[config.mk]
export PLATFORM = sky130hd
export DESIGN_NAME = sc_mul_seq
export DESIGN_NICKNAME = d
export VERILOG_FILES = /design/src/rtl/sc_mul_seq.sv
export SDC_FILE = /design/constraint.sdc
export NUM_CORES = 1
export LEC_CHECK = 0
export ABC_AREA = 1
export CORE_MARGIN = 5
export CORE_UTILIZATION = 53
export CTS_CLUSTER_SIZE = 8
export DETAILED_ROUTE_END_ITERATION = 6
export HOLD_SLACK_MARGIN = 0.02
export PLACE_DENSITY = 0.87
export REMOVE_ABC_BUFFERS = 1
export SETUP_SLACK_MARGIN = 0.2
export SLEW_MARGIN = 20
export SYNTH_ARGS = -nofsm -noshare
export SYNTH_HDL_FRONTEND = slang
export SYNTH_SLANG_ARGS = --single-unit
[constraint.sdc]
create_clock -name clk -period 6.3 [get_ports clk]
set_clock_uncertainty 0.05 [all_clocks]
set_input_delay 1.26 -clock clk [delete_from_list [all_inputs] [get_ports clk]]
set_output_delay 1.26 -clock clk [all_outputs]
set_load 0.005 [all_outputs]
[src/rtl/sc_mul_seq.sv]
// Stochastic-computing multiplier: two round-robin requesters share one
// 16-cycle AND-stream engine whose ones-count is the scaled product.
module sc_mul_seq #(
    parameter int VALID_W = 5,
    parameter int RES_W   = 5,
    parameter int SEQ_LEN = 16
) (
    input  logic               clk,
    input  logic               rst_n,
    input  logic               req0_valid,
    output logic               req0_ready,
    input  logic [VALID_W-1:0] req0_a,
    input  logic [VALID_W-1:0] req0_b,
    input  logic               req1_valid,
    output logic               req1_ready,
    input  logic [VALID_W-1:0] req1_a,
    input  logic [VALID_W-1:0] req1_b,
    output logic               res_valid,
    input  logic               res_ready,
    output logic [RES_W-1:0]   res_data,
    output logic               res_id,
    output logic               bit_out,
    output logic               busy
);

    localparam int IDX_W = $clog2(SEQ_LEN);

    typedef enum logic [1:0] {
        S_IDLE,
        S_RUN,
        S_DONE
    } state_e;

    // Scrambled threshold order decorrelates stream A from the ramp on B.
    localparam logic [VALID_W-1:0] S1_TAB [SEQ_LEN] = '{
        VALID_W'(0),  VALID_W'(16), VALID_W'(24), VALID_W'(8),
        VALID_W'(12), VALID_W'(28), VALID_W'(20), VALID_W'(4),
        VALID_W'(6),  VALID_W'(22), VALID_W'(30), VALID_W'(14),
        VALID_W'(10), VALID_W'(26), VALID_W'(18), VALID_W'(2)
    };

    state_e             state_q, state_d;
    logic               ptr_q;
    logic               id_q;
    logic [VALID_W-1:0] a_q, b_q;
    logic [IDX_W-1:0]   idx_q;
    logic [RES_W-1:0]   acc_q;

    logic               idle, run, done;
    logic               gnt1;
    logic               accept;
    logic               last_idx;
    logic               stream_bit;
    logic [VALID_W-1:0] s2;

    assign idle = (state_q == S_IDLE);
    assign run  = (state_q == S_RUN);
    assign done = (state_q == S_DONE);

    // ptr_q holds the last granted id; on a tie the other one wins.
    assign gnt1   = req1_valid & (~req0_valid | ~ptr_q);
    assign accept = idle & (req0_valid | req1_valid);

    assign last_idx   = (idx_q == IDX_W'(SEQ_LEN - 1));
    assign s2         = VALID_W'({idx_q, 1'b0});
    assign stream_bit = (a_q > S1_TAB[idx_q]) & (b_q > s2);

    always_ff @(posedge clk or negedge rst_n) begin
        if (!rst_n) begin
            state_q <= S_IDLE;
        end else begin
            state_q <= state_d;
        end
    end

    always_comb begin
        state_d = state_q;
        unique case (state_q)
            S_IDLE: if (accept) state_d = S_RUN;
            S_RUN:  if (last_idx) state_d = S_DONE;
            S_DONE: if (res_ready) state_d = S_IDLE;
            default: state_d = S_IDLE;
        endcase
    end

    always_comb begin
        req0_ready = idle & req0_valid & ~gnt1;
        req1_ready = idle & gnt1;
        busy       = ~idle;
        bit_out    = run & stream_bit;
        res_valid  = done;
        res_data   = done ? acc_q : '0;
        res_id     = done & id_q;
    end

    always_ff @(posedge clk or negedge rst_n) begin
        if (!rst_n) begin
            ptr_q <= 1'b1;
            id_q  <= 1'b0;
            a_q   <= '0;
            b_q   <= '0;
            idx_q <= '0;
            acc_q <= '0;
        end else if (accept) begin
            ptr_q <= gnt1;
            id_q  <= gnt1;
            a_q   <= gnt1 ? req1_a : req0_a;
            b_q   <= gnt1 ? req1_b : req0_b;
            idx_q <= '0;
            acc_q <= '0;
        end else if (run) begin
            acc_q <= acc_q + RES_W'(stream_bit);
            idx_q <= last_idx ? '0 : idx_q + IDX_W'(1);
        end
    end

endmodule

==> results.sh <==
export IMPL_min_path_cells=2
export IMPL_min_period_ps=4720
export IMPL_yosysTopAreaCell="dfrtp_1"
export IMPL_worstSetupEndpointType="primary output"
export IMPL_worstSetupStartpointType="input pin"
export IMPL_drive_gt1_frac=0.150
export IMPL_gr_usage_met3=0.0288
export IMPL_htree_num_levels=1
export IMPL_start_util=0.546
export IMPL_timing_rr_end="acc_q[4]$_DFFE_PN0P_"
export IMPL_clock_latency_ps=320
export IMPL_cts_resized=0
export IMPL_fin_nets=253
export IMPL_status="completed"
export IMPL_grt_util_met2=0.275
export IMPL_routed_via_density=4.98
export IMPL_root_buffer="clkbuf_4"
export IMPL_ys_seq_area_frac=0.390
export IMPL_pwr_density_cell_nw_per_um2=437
export IMPL_synth_seq_cells=23
export IMPL_slew_limit_headroom=0.481
export IMPL_p_int_w=0.000446
export IMPL_rsz0062_at_grt="no"
export IMPL_p_leak_nw=0.884
export IMPL_cts_tree="done"
export IMPL_hpwl_mm=2.32
export IMPL_comb_power_share=0.578
export IMPL_rows=19
export IMPL_synth_area_um2=1480
export IMPL_hold_class="flip-flop to flip-flop"
export IMPL_crit_path_frequent_cell="clkdlybuf4s50_1"
export IMPL_n_fill_cell=222
export IMPL_setup_viol=0
export IMPL_swShare=0.445
export IMPL_io_pins=36
export IMPL_grt_pass1_vias=1174
export IMPL_insertedDiodeCount=0
export IMPL_dp_slack_ps=1540
export IMPL_crit_path_max_fanout=12
export IMPL_r2r_cells=15
export IMPL_clk_pin_slew_ps=130
export IMPL_die_w_um=62.8
export IMPL_cp_arrival_ps=3410
export IMPL_seqPwrFrac=0.334
export IMPL_core_um2=2710
export IMPL_hold_violations=0
export IMPL_vias=1220
export IMPL_crit_chain="clkdlybuf4s50_1 -> inv_1 -> a21oi_2 -> inv_2 -> nor2_1 -> clkdlybuf4s50_1"
export IMPL_layout_setup_ws_ps=1580
export IMPL_worst_slew_pin_slew_ps=778
export IMPL_drc=0
export IMPL_r2r_slack_ps=3920
export IMPL_cpMaxStageDelayCell="a21oi_2"
export IMPL_clock_sinks=23
export IMPL_die_area_um2=3950
export IMPL_path_class="input pin to primary output"
export IMPL_peakVddDrop_v=0.000276
export IMPL_cts_buffer_depth=2
export IMPL_switchingPower_w=0.000358
export IMPL_yosysWarnings=0
export IMPL_post_cts_setup_buffers=0
export IMPL_critPathRequiredTime_ps=4990
export IMPL_avgSynthCellArea_um2=8.27
export IMPL_hold_path_end="ptr_q$_DFFE_PN1P_"
export IMPL_grt_pass1_wl_mm=4.91
export IMPL_busiest_layer="met2"
export IMPL_netlist_top_cells_area="dfrtp_1 37%, ha_1 11%, o21ai_2 11%, nand2_1 8.4%, inv_1 7.1%"
export IMPL_grt_antenna_before_repair=0
export IMPL_clockPowerShare=0.088
export IMPL_synth_common_cells="33 x nand2_1, 28 x inv_1, 27 x nor2_1, 22 x dfrtp_1, 18 x o21ai_2"
export IMPL_slew_viol_final=0
export IMPL_synth_edf_count=0
export IMPL_cts_buffers_inserted=3
export IMPL_cap_violations=0
export IMPL_r2r_start="idx_q[0]$_DFFE_PN0P_"
export IMPL_grt_max_degree=24
export IMPL_synth_distinct_cells=23
export IMPL_postCtsHoldBufs=0
export IMPL_gr_usage_met1=0.175
export IMPL_die_height_um=62.8
export IMPL_ant_nets=0
export IMPL_area_delta_synth_final_pct=24.3
export IMPL_fmaxAchievable_mhz=212
export IMPL_async_reset_ff_frac=1.00
export IMPL_worstHoldStart="ptr_q$_DFFE_PN1P_"
export IMPL_finalCritPeriodShare=0.750
export IMPL_wirelength_mm=2.89
export IMPL_synthCells=179
export IMPL_drt_initial_drc_count=53
export IMPL_overflow=0
export IMPL_drtPass1Iterations=4
export IMPL_tns_ps=0
export IMPL_gp_congestion=0.873
export IMPL_synth_most_common_cell="nand2_1"
export IMPL_place_port_buffers=35
export IMPL_yosysTopAreaCellShare=0.372
export IMPL_synth_ff_type="dfrtp_1"
export IMPL_wire_per_inst_um=11.8
export IMPL_holdWs_ps=441
export IMPL_max_stage_delay_ps=570
export IMPL_grt_usage=0.151
==> worst max-delay path, delay by kind of cell <==
kind	cells	cell delay, ps
compound gates	1	570
simple gates	1	210
buf+inv	4	1370
==> power by group through the flow <==
| stage | registers [W] | logic, W | clock network (W) |
|---|---|---|---|
| 6_report | 0.000268 | 0.000464 | 0.0000708 |
| 5_1_grt | 0.000277 | 0.000544 | 0.0000764 |
| 4_1_cts | 0.000268 | 0.000472 | 0.0000715 |
| 3_5_place_dp | 0.000271 | 0.000469 | 0 |
| 3_3_place_gp | 0.000268 | 0.000448 | 0 |
| 2_1_floorplan | 0.000258 | 0.000350 | 0 |
==> worst max path at each step <==
stage | from | endpoint | slack, ps | cells past startpoint
after detailed placement | req0_valid | req1_ready | 1540 | 5
after global routing | req0_valid | req1_ready | 1400 | 5
after global placement | req1_valid | req1_ready | 1620 | 6
final | req1_valid | req1_ready | 1580 | 6
after CTS | req0_valid | req1_ready | 1530 | 5
after floorplan | req0_valid | req1_ready | 2890 | 3
==> logic make-up (layout without fill, tap and decap cells) <==
logic type | Yosys count | in the layout | share of synthesized area
compound gates | 36 | 36 | 0.182
xor+xnor | 2 | 2 | 0.0118
fa+ha+maj | 13 | 13 | 0.110
buf+inv | 35 | 70 | 0.114
flops | 23 | 23 | 0.390
simple gates | 70 | 70 | 0.193
==> stage by stage <==
stage | area (um^2) | util | power (W) | instances
2_1_floorplan | 1430 | - | 0.000608 | 175
3_3_place_gp | 1820 | 0.671 | 0.000716 | 241
3_5_place_dp | 1820 | 0.671 | 0.000741 | 241
4_1_cts | 1850 | 0.681 | 0.000812 | 245
5_1_grt | 1840 | 0.679 | 0.000898 | 245
6_report | 1840 | 0.679 | 0.000803 | 245
==> sequential cells by signal, indices dropped and copies added (netlist names) <==
signal	count
id_q	1
ptr_q	1
a_q	5
state_q	2
b_q	5
idx_q	4
acc_q	5
==> per-layer routing <==
metal	up-vias	wire length, um
li1	635	-
met1	550	1240
met2	30	1460
met3	5	150
met4	0	42
met5	-	0
==> layout make-up <==
| class | count | area [um^2] | area share |
|---|---|---|---|
| multi-input combinational | 121 | 734 | 0.399 |
| sequential | 23 | 577 | 0.313 |
| timing repair buffer | 35 | 345 | 0.188 |
| inverter | 31 | 119 | 0.0646 |
| tap | 31 | 38.8 | 0.0211 |
| clock buffer | 4 | 26.3 | 0.0143 |
==> cell usage in the layout, fill, tap and decap left out, drive strengths merged, types with 4 or more instances in the layout <==
cell type,netlist,final
a21oi,5,5
clkdlybuf4s50,0,34
nor2,28,28
nand3,6,6
o22ai,5,5
inv,31,31
o21ai,26,26
dfrtp,22,22
clkbuf,0,4
nand2,36,36
ha,13,13
Power figures use the tool's default switching activity.
